--- src/rtl/crtc_arb_pkg.sv ---
// Shared encodings for the CRTC / CPU video RAM arbiter.
package crtc_arb_pkg;

  typedef enum logic [2:0] {
    IDLE     = 3'd0,
    VID      = 3'd1,
    CPU_RD   = 3'd2,
    CPU_WR   = 3'd3,
    CPU_RESP = 3'd4
  } arb_state_t;

  typedef enum logic [1:0] {
    OWN_NONE = 2'd0,
    OWN_VID  = 2'd1,
    OWN_CPU  = 2'd2
  } owner_t;

  localparam int VID_LATENCY = 3;

endpackage

--- src/rtl/crtc_arb_rdpipe.sv ---
// Two-stage owner tag pipeline that steers VRAM read data to the video or CPU side.
module crtc_arb_rdpipe
  import crtc_arb_pkg::*;
#(
  parameter int DW = 8
) (
  input  logic          CLOCK,
  input  logic          nRESET,
  input  owner_t        issue_own,
  input  logic [DW-1:0] mem_di,
  output logic [DW-1:0] vid_data,
  output logic          vid_valid,
  output logic [DW-1:0] cpu_do,
  output logic          cpu_ret
);

  owner_t        tag0_r;
  owner_t        tag1_r;
  logic [DW-1:0] vid_data_r;
  logic          vid_valid_r;
  logic [DW-1:0] cpu_do_r;

  // Owner tags follow the slot through the address cycle and the RAM latency cycle.
  always_ff @(posedge CLOCK or negedge nRESET) begin
    if (!nRESET) begin
      tag0_r <= OWN_NONE;
      tag1_r <= OWN_NONE;
    end else begin
      tag0_r <= issue_own;
      tag1_r <= tag0_r;
    end
  end

  // Each return lands only in the register of its owner, so the paths never clobber each other.
  always_ff @(posedge CLOCK or negedge nRESET) begin
    if (!nRESET) begin
      vid_data_r  <= {DW{1'b0}};
      vid_valid_r <= 1'b0;
      cpu_do_r    <= {DW{1'b0}};
    end else begin
      vid_valid_r <= 1'b0;
      case (tag1_r)
        OWN_VID: begin
          vid_data_r  <= mem_di;
          vid_valid_r <= 1'b1;
        end
        OWN_CPU: cpu_do_r <= mem_di;
        default: vid_valid_r <= 1'b0;
      endcase
    end
  end

  assign vid_data  = vid_data_r;
  assign vid_valid = vid_valid_r;
  assign cpu_do    = cpu_do_r;
  assign cpu_ret   = (tag1_r == OWN_CPU);

endmodule

--- src/rtl/crtc_vram_arbiter.sv ---
// Single-port VRAM arbiter: fixed-latency CRTC fetches win every slot, CPU fills the gaps.
// Optional build macro CRTC_ARB_BLANK_ONLY_EN restricts CPU slots to display blanking.
module crtc_vram_arbiter
  import crtc_arb_pkg::*;
#(
  parameter int AW = 14,
  parameter int DW = 8
) (
  input  logic          CLOCK,
  input  logic          nRESET,
  input  logic          VID_REQ,
  input  logic [AW-1:0] VID_ADDR,
  output logic [DW-1:0] VID_DATA,
  output logic          VID_VALID,
  input  logic          DISP_EN,
  input  logic          CPU_REQ,
  input  logic          CPU_WE,
  input  logic [AW-1:0] CPU_ADDR,
  input  logic [DW-1:0] CPU_DI,
  output logic [DW-1:0] CPU_DO,
  output logic          CPU_ACK,
  output logic          CPU_WAIT,
  output logic [AW-1:0] MEM_ADDR,
  output logic          MEM_WE,
  output logic [DW-1:0] MEM_DO,
  input  logic [DW-1:0] MEM_DI
);

  arb_state_t    state_r;
  arb_state_t    state_nxt_s;
  owner_t        issue_own_s;
  logic          blank_ok_s;
  logic          cpu_elig_s;
  logic          cpu_busy_r;
  logic          cpu_ret_s;
  logic          ack_nxt_s;
  logic          cpu_ack_r;
  logic [AW-1:0] mem_addr_r;
  logic          mem_we_r;
  logic [DW-1:0] mem_do_r;

`ifdef CRTC_ARB_BLANK_ONLY_EN
  assign blank_ok_s = ~DISP_EN;
`else
  logic disp_unused_s;
  assign disp_unused_s = DISP_EN;
  assign blank_ok_s    = 1'b1;
`endif

  // The ACK cycle is masked so a still-high CPU_REQ cannot reissue the finished access.
  assign cpu_elig_s = CPU_REQ & ~cpu_busy_r & ~cpu_ack_r & blank_ok_s;

  // Slot owner selection and next state: video, then CPU, then idle.
  always_comb begin
    state_nxt_s = IDLE;
    issue_own_s = OWN_NONE;
    if (VID_REQ) begin
      state_nxt_s = VID;
      issue_own_s = OWN_VID;
    end else if (cpu_elig_s) begin
      state_nxt_s = CPU_WE ? CPU_WR : CPU_RD;
      issue_own_s = CPU_WE ? OWN_NONE : OWN_CPU;
    end else if (state_r == CPU_RD) begin
      state_nxt_s = CPU_RESP;
    end else begin
      state_nxt_s = IDLE;
    end
  end

  assign ack_nxt_s = cpu_ret_s | (state_r == CPU_WR);

  // FSM state register.
  always_ff @(posedge CLOCK or negedge nRESET) begin
    if (!nRESET) begin
      state_r <= IDLE;
    end else begin
      state_r <= state_nxt_s;
    end
  end

  // Registered memory port; address and write data hold when no one owns the slot.
  always_ff @(posedge CLOCK or negedge nRESET) begin
    if (!nRESET) begin
      mem_addr_r <= {AW{1'b0}};
      mem_we_r   <= 1'b0;
      mem_do_r   <= {DW{1'b0}};
    end else if (VID_REQ) begin
      mem_addr_r <= VID_ADDR;
      mem_we_r   <= 1'b0;
    end else if (cpu_elig_s) begin
      mem_addr_r <= CPU_ADDR;
      mem_we_r   <= CPU_WE;
      mem_do_r   <= CPU_DI;
    end else begin
      mem_we_r   <= 1'b0;
    end
  end

  // CPU in-flight flag and completion strobe.
  always_ff @(posedge CLOCK or negedge nRESET) begin
    if (!nRESET) begin
      cpu_busy_r <= 1'b0;
      cpu_ack_r  <= 1'b0;
    end else begin
      cpu_ack_r <= ack_nxt_s;
      if (cpu_elig_s && !VID_REQ) begin
        cpu_busy_r <= 1'b1;
      end else if (ack_nxt_s) begin
        cpu_busy_r <= 1'b0;
      end else begin
        cpu_busy_r <= cpu_busy_r;
      end
    end
  end

  crtc_arb_rdpipe #(.DW(DW)) u_rdpipe (
    .CLOCK     (CLOCK),
    .nRESET    (nRESET),
    .issue_own (issue_own_s),
    .mem_di    (MEM_DI),
    .vid_data  (VID_DATA),
    .vid_valid (VID_VALID),
    .cpu_do    (CPU_DO),
    .cpu_ret   (cpu_ret_s)
  );

  assign MEM_ADDR = mem_addr_r;
  assign MEM_WE   = mem_we_r;
  assign MEM_DO   = mem_do_r;
  assign CPU_ACK  = cpu_ack_r;
  assign CPU_WAIT = CPU_REQ & ~cpu_ack_r;

endmodule
--- config.mk ---
export PLATFORM = sky130hd
export DESIGN_NAME = crtc_vram_arbiter
export DESIGN_NICKNAME = d
export VERILOG_FILES = /design/src/rtl/crtc_arb_pkg.sv /design/src/rtl/crtc_arb_rdpipe.sv /design/src/rtl/crtc_vram_arbiter.sv
export SDC_FILE = /design/constraint.sdc
export NUM_CORES = 1
export LEC_CHECK = 0
export CAP_MARGIN = 30
export CORE_ASPECT_RATIO = 0.75
export CORE_MARGIN = 8
export CORE_UTILIZATION = 25
export DETAILED_ROUTE_END_ITERATION = 7
export GPL_TIMING_DRIVEN = 0
export PLACE_DENSITY = 0.54
export SLEW_MARGIN = 20
export SYNTH_ARGS = -nofsm -noshare
export SYNTH_HDL_FRONTEND = slang
export SYNTH_SLANG_ARGS = --single-unit
--- constraint.sdc ---
create_clock -name CLOCK -period 2.25 [get_ports CLOCK]
set_input_delay 0.3375 -clock CLOCK [delete_from_list [all_inputs] [get_ports CLOCK]]
set_output_delay 0.3375 -clock CLOCK [all_outputs]
set_load 0.01 [all_outputs]
# After elaboration in Yosys (flattened, before gate mapping)

Cells that the tools add are included.

Register bits after elaboration: 49
Output and inout port bits: 42
Bits of input ports: 50

Reduce and logical (&&, ||, !) cells: 5
Multiplexer cells: 14
Equality and inequality tests: 4
Bitwise logic cells: 7

Operators by type and width:

| cell                                                                   | number |
|---|---|
| 14-bit 2-to-1 mux                                                      | 2 |
| 3-bit 2-to-1 mux                                                       | 3 |
| 3-bit by 2-bit equality test with 1-bit output (second input constant) | 2 |
| 1-bit 2-to-1 mux                                                       | 6 |
| 2-bit 2-to-1 mux                                                       | 3 |
| 2-bit nonzero test                                                     | 2 |
| 1-bit bitwise AND                                                      | 3 |
| 1-bit inverter                                                         | 3 |
| 2-bit by 1-bit equality test with 1-bit output (second input constant) | 1 |
| 2-bit equality test (second input constant)                            | 1 |
| 2-bit AND reduction                                                    | 1 |
| 1-bit logical AND                                                      | 1 |
| 1-bit zero test                                                        | 1 |
| 1-bit bitwise OR                                                       | 1 |

# Logic depth before layout (Yosys ltp)

Depth after elaboration: 5
Mapped depth: 4
Depth with buffers taken out: 3

# Cells and area by module

Synthesis repeated with hierarchy kept, for this count alone.

Cell total of the unflattened synthesis: 124
Area, all modules: 2098.3 µm²

By module, submodules not included:

| module            | cells an instance | sequential area each (µm²) | instances | area each (µm²) |
|---|---|---|---|---|
| crtc_vram_arbiter | 81                | 700.7                      | 1         | 1290.0 |
| crtc_arb_rdpipe   | 43                | 525.5                      | 1         | 808.3 |

# Worst setup path after synthesis

Ideal clock, no wire load.

Kind: register to register
Start: register cpu_ack_r, in the netlist CPU_ACK
End: register mem_do_r[2], in the netlist MEM_DO[2]
Setup time: 0.125 ns
Data required time: 2.125 ns
Period minus slack after synthesis: 1.455 ns
Path slack: 0.795 ns
Path buffers: 1
Cell stages (with the launch flop): 5
Arrival time: 1.330 ns
Cells stage by stage: dfrtp_1 > nor2b_4 > nor3b_4 > buf_6 > mux2_4

Cells in the longest elaborated chain, start to end: 3

Ends and longest elaborated chain:

| item                          | RTL line                 | text |
|---|---|---|
| start: declaration            | crtc_vram_arbiter.sv:37  | `logic cpu_ack_r;` |
| start signal: assignment      | crtc_vram_arbiter.sv:105 | `cpu_ack_r <= ack_nxt_s;` |
| 1-bit inverter                | crtc_vram_arbiter.sv:51  | `assign cpu_elig_s = CPU_REQ & ~cpu_busy_r & ~cpu_ack_r & blank_ok_s;` |
| 1-bit bitwise AND             | crtc_vram_arbiter.sv:51  |  |
| 2-bit AND reduction (no line) | --                       |  |
| end signal: assignment        | crtc_vram_arbiter.sv:86  | `mem_do_r <= {DW{1'b0}};` |
| end: declaration              | crtc_vram_arbiter.sv:40  | `logic [DW-1:0] mem_do_r;` |

No other way between the ends.
A chain may end at the register's enable or synchronous reset.

# Worst setup path after layout

Start: input CPU_REQ
End: output CPU_WAIT

Cells in the longest elaborated chain, start to end: 1

Ends and longest elaborated chain:

| item               | RTL line                 | text |
|---|---|---|
| start: declaration | crtc_vram_arbiter.sv:16  | `input logic CPU_REQ,` |
| 1-bit bitwise AND  | crtc_vram_arbiter.sv:131 | `assign CPU_WAIT = CPU_REQ & ~cpu_ack_r;` |
| end: declaration   | crtc_vram_arbiter.sv:22  | `output logic CPU_WAIT,` |

No other way between the ends.

==> metrics.md <==
| Metric | Value |
|---|---|
| Ratio of cells with drive above 1 in the final layout | `0.323` |
| DRC errors left | `0` |
| Multi-input gate area | `between 700 and 800 sq um` |
| Initial antenna violation count | `0` |
| Synth cell types | `18` |
| Worst R2R Start | `CPU_ACK` |
| Post-CTS Hold Fix Bufs | `0` |
| Core region area | `a little under 8000 sq um` |
| CP arrival | `1.53 ns` |
| Clock tree buffer depth | `2` |
| Number of global-route vias before repair | `~1500` |
| N_diodes | `0` |
| RSZ-0062 raised after global routing | `no` |
| Vias per cell | `4.05` |
| Critical path's largest stage delay | `0.56 ns` |
| First-pass GRT wire length | `about 7600 um` |
| LEAKAGE | `1.33 nW` |
| Worst-Margin Slew | `0.621 ns` |
| Period utilisation layout | `0.832` |
| Row cnt | `28` |
| Later-pin clock latency in the skew report | `0.30 ns` |
| DRT Pass-1 Iters | `2` |
| Tot Pwr | `2.86 mW` |
| Final Hold Fails | `0` |
| GR Util All Layers | `0.0850` |
| Status | `finished clean` |
| Final net count | `269` |
| Congestion Overflow GR | `0` |
| WS Path Type | `in2out` |
| CP bufs+invs | `2` |
| Initial Utilization | `0.259` |
| Cts repair resizes | `0` |
| Hold Path Class | `in2async` |
| Antenna-violating nets left | `0` |
| Largest net degree at the start of global routing | `50` |
| Routed wire length | `4810 um` |
| Crit path launch type | `input port` |
| Reg clk slew, reported paths | `0.08 ns` |
| Cell count after synthesis | `122` |
| Flops & latches, synth | `49` |
| Fillers | `789` |
| Yosys warns | `0` |
| Top cell type's share of synthesized area | `0.599` |
| Final Slew Violations | `0` |
| Via count | `1315` |
| Largest delay share family, worst path | `buffers and inverters` |
| Synth area leaders | `dfrtp_1, mux2_2, mux2_4` |
| Die area | `11400 sq um` |
| Final hold slack | `0.0467 ns` |
| Syn nets | `172` |
| Sequential cell area fraction in the yosys report | `0.599` |
| Critical path required time | `roughly 1.9 ns` |
| DR WL/cell | `14.8 um` |
| Area leader, netlist | `dfrtp_1` |
| Mean area per synthesized cell | `16.8 sq um` |
| Critical-path cell list | `clkdlybuf4s50_1, nor2b_4, clkdlybuf4s50_1` |
| Slew headroom | `0.586` |
| Most numerous cell on the critical path | `clkdlybuf4s50_1` |
| Width of the die | `120 um` |
| P per Cell Area | `904 nW/um^2` |
| Post-layout minimum cycle time | `about 1.9 ns` |
| Setup WS post-layout | `around 0.38 ns` |
| Number of buffers added on ports | `90` |
| Total CTS buffers | `5` |
| Clock root buffer master | `clkbuf_8` |
| Number of setup buffers added after CTS | `0` |
| Worst Setup End Kind | `primary output` |
| Area grow syn2layout | `54.5%` |
| Peak VDD IR | `311 uV` |
| Maxcap violations | `0` |
| Pre-CTS WS | `0.327 ns` |
| Crit path launch | `CPU_REQ` |
| H-tree depth | `2` |
| Clock Sinks | `49` |
| Synthesized cell area | `2050 sq um` |
| First-iteration detailed-routing DRC count | `54` |
| Core Util, Final | `0.399` |
| Register area | `1230 sq um` |
| Skew final | `0.00921 ns` |
| Critical-path maximum fanout | `3` |
| Die Ht | `94.4 um` |
| RD Place Congestion | `0.646` |
| Ports | `a little over 90` |
| Slowest-stage cell, CP | `clkdlybuf4s50_1` |
| TritonCTS clock tree | `yes` |
| Final setup viols | `0` |
| Detailed placement HPWL | `3730 um` |
| Fmax | `535 MHz` |
worst reg2reg max path, cell delays in order, from the launching register on:
cell and delay, ns:
dfrtp_1 0.42, nor2b_4 0.17, nor3b_4 0.27, buf_6 0.21, mux2_4 0.31
cell families (layout without fill, tap and decap cells):
family	Yosys count	count (layout)	synth area share
buf+inv	8	106	0.0324
simple gates	11	11	0.0434
flops	49	49	0.599
compound gates	2	2	0.0116
mux	52	52	0.314
registers in the layout (all words and copies together), names as in the netlist, 2 cells and up:
register           count
u_rdpipe.tag1_r        2
state_r                3
u_rdpipe.vid_data      8
MEM_ADDR              14
u_rdpipe.tag0_r        2
MEM_DO                 8
u_rdpipe.cpu_do        8
path summary, 6_finish.rpt:
path / slack, ns / cells past startpoint / to
worst max-delay path: 0.38 / 3 / CPU_WAIT
worst min-delay path: 0.05 / 1 / u_rdpipe.cpu_do[7]
worst max register to register: 0.76 / 4 / MEM_DO[6]
worst min register to register: 0.36 / 0 / u_rdpipe.tag1_r[0]
max in group asynchronous: 1.77 / 1 / MEM_ADDR[12]
min in group CLOCK: 0.36 / 0 / u_rdpipe.tag1_r[0]
report_power, final:
| part | internal [mW] | switching, mW | total, mW |
|---|---|---|---|
| clock network | 0.215 | 0.284 | 0.499 |
| registers | 1.13 | 0.129 | 1.25 |
| logic | 0.726 | 0.378 | 1.10 |
per-layer routing:
layer	wire [um]	global-route usage
met1	2250	0.110
met2	1860	0.111
met3	686	0.0614
met4	18	0.0187
met5	0	0
cell usage after synthesis:
master    number
and4bb_2       1
nand2_1        1
o21bai_1       1
nor3b_4        1
nor2_1         2
nor2b_4        1
inv_1          2
buf_8          1
nand2b_1       2
buf_6          3
a21oi_4        1
dfrtp_1       49
mux2_4        15
buf_2          2
nor2b_1        1
mux2_2        37
nand3b_1       1
and2_1         1
area by class of cell:
class	count	share of cell area
plain buffers	6	0.0186
clock buffers	5	0.0218
clock inverters	3	0.00554
inverters	2	0.00237
multi-input cells	65	0.239
flip-flops and latches	49	0.388
well taps	105	0.0415
repair buffers	90	0.284
placed cells by master (no fill, tap or decap), drive strengths merged:
cell type	count
a21oi	1
nor2	2
clkdlybuf4s50	89
buf	7
clkinvlp	1
nor3b	1
nand2b	2
o21bai	1
and2	1
clkbuf	5
nand3b	1
inv	2
and4bb	1
mux2	52
nand2	1
clkinv	2
nor2b	2
dfrtp	49
per-stage QoR:
stage / instance area, sq um / cells / TNS, ns
3_5_place_dp: 3080 / 317 / 0
6_report: 3160 / 325 / 0
5_1_grt: 3160 / 325 / 0
2_1_floorplan: 2050 / 122 / 0
3_3_place_gp: 3080 / 317 / -34.82
4_1_cts: 3160 / 325 / 0
Power figures use the tool's default switching activity.
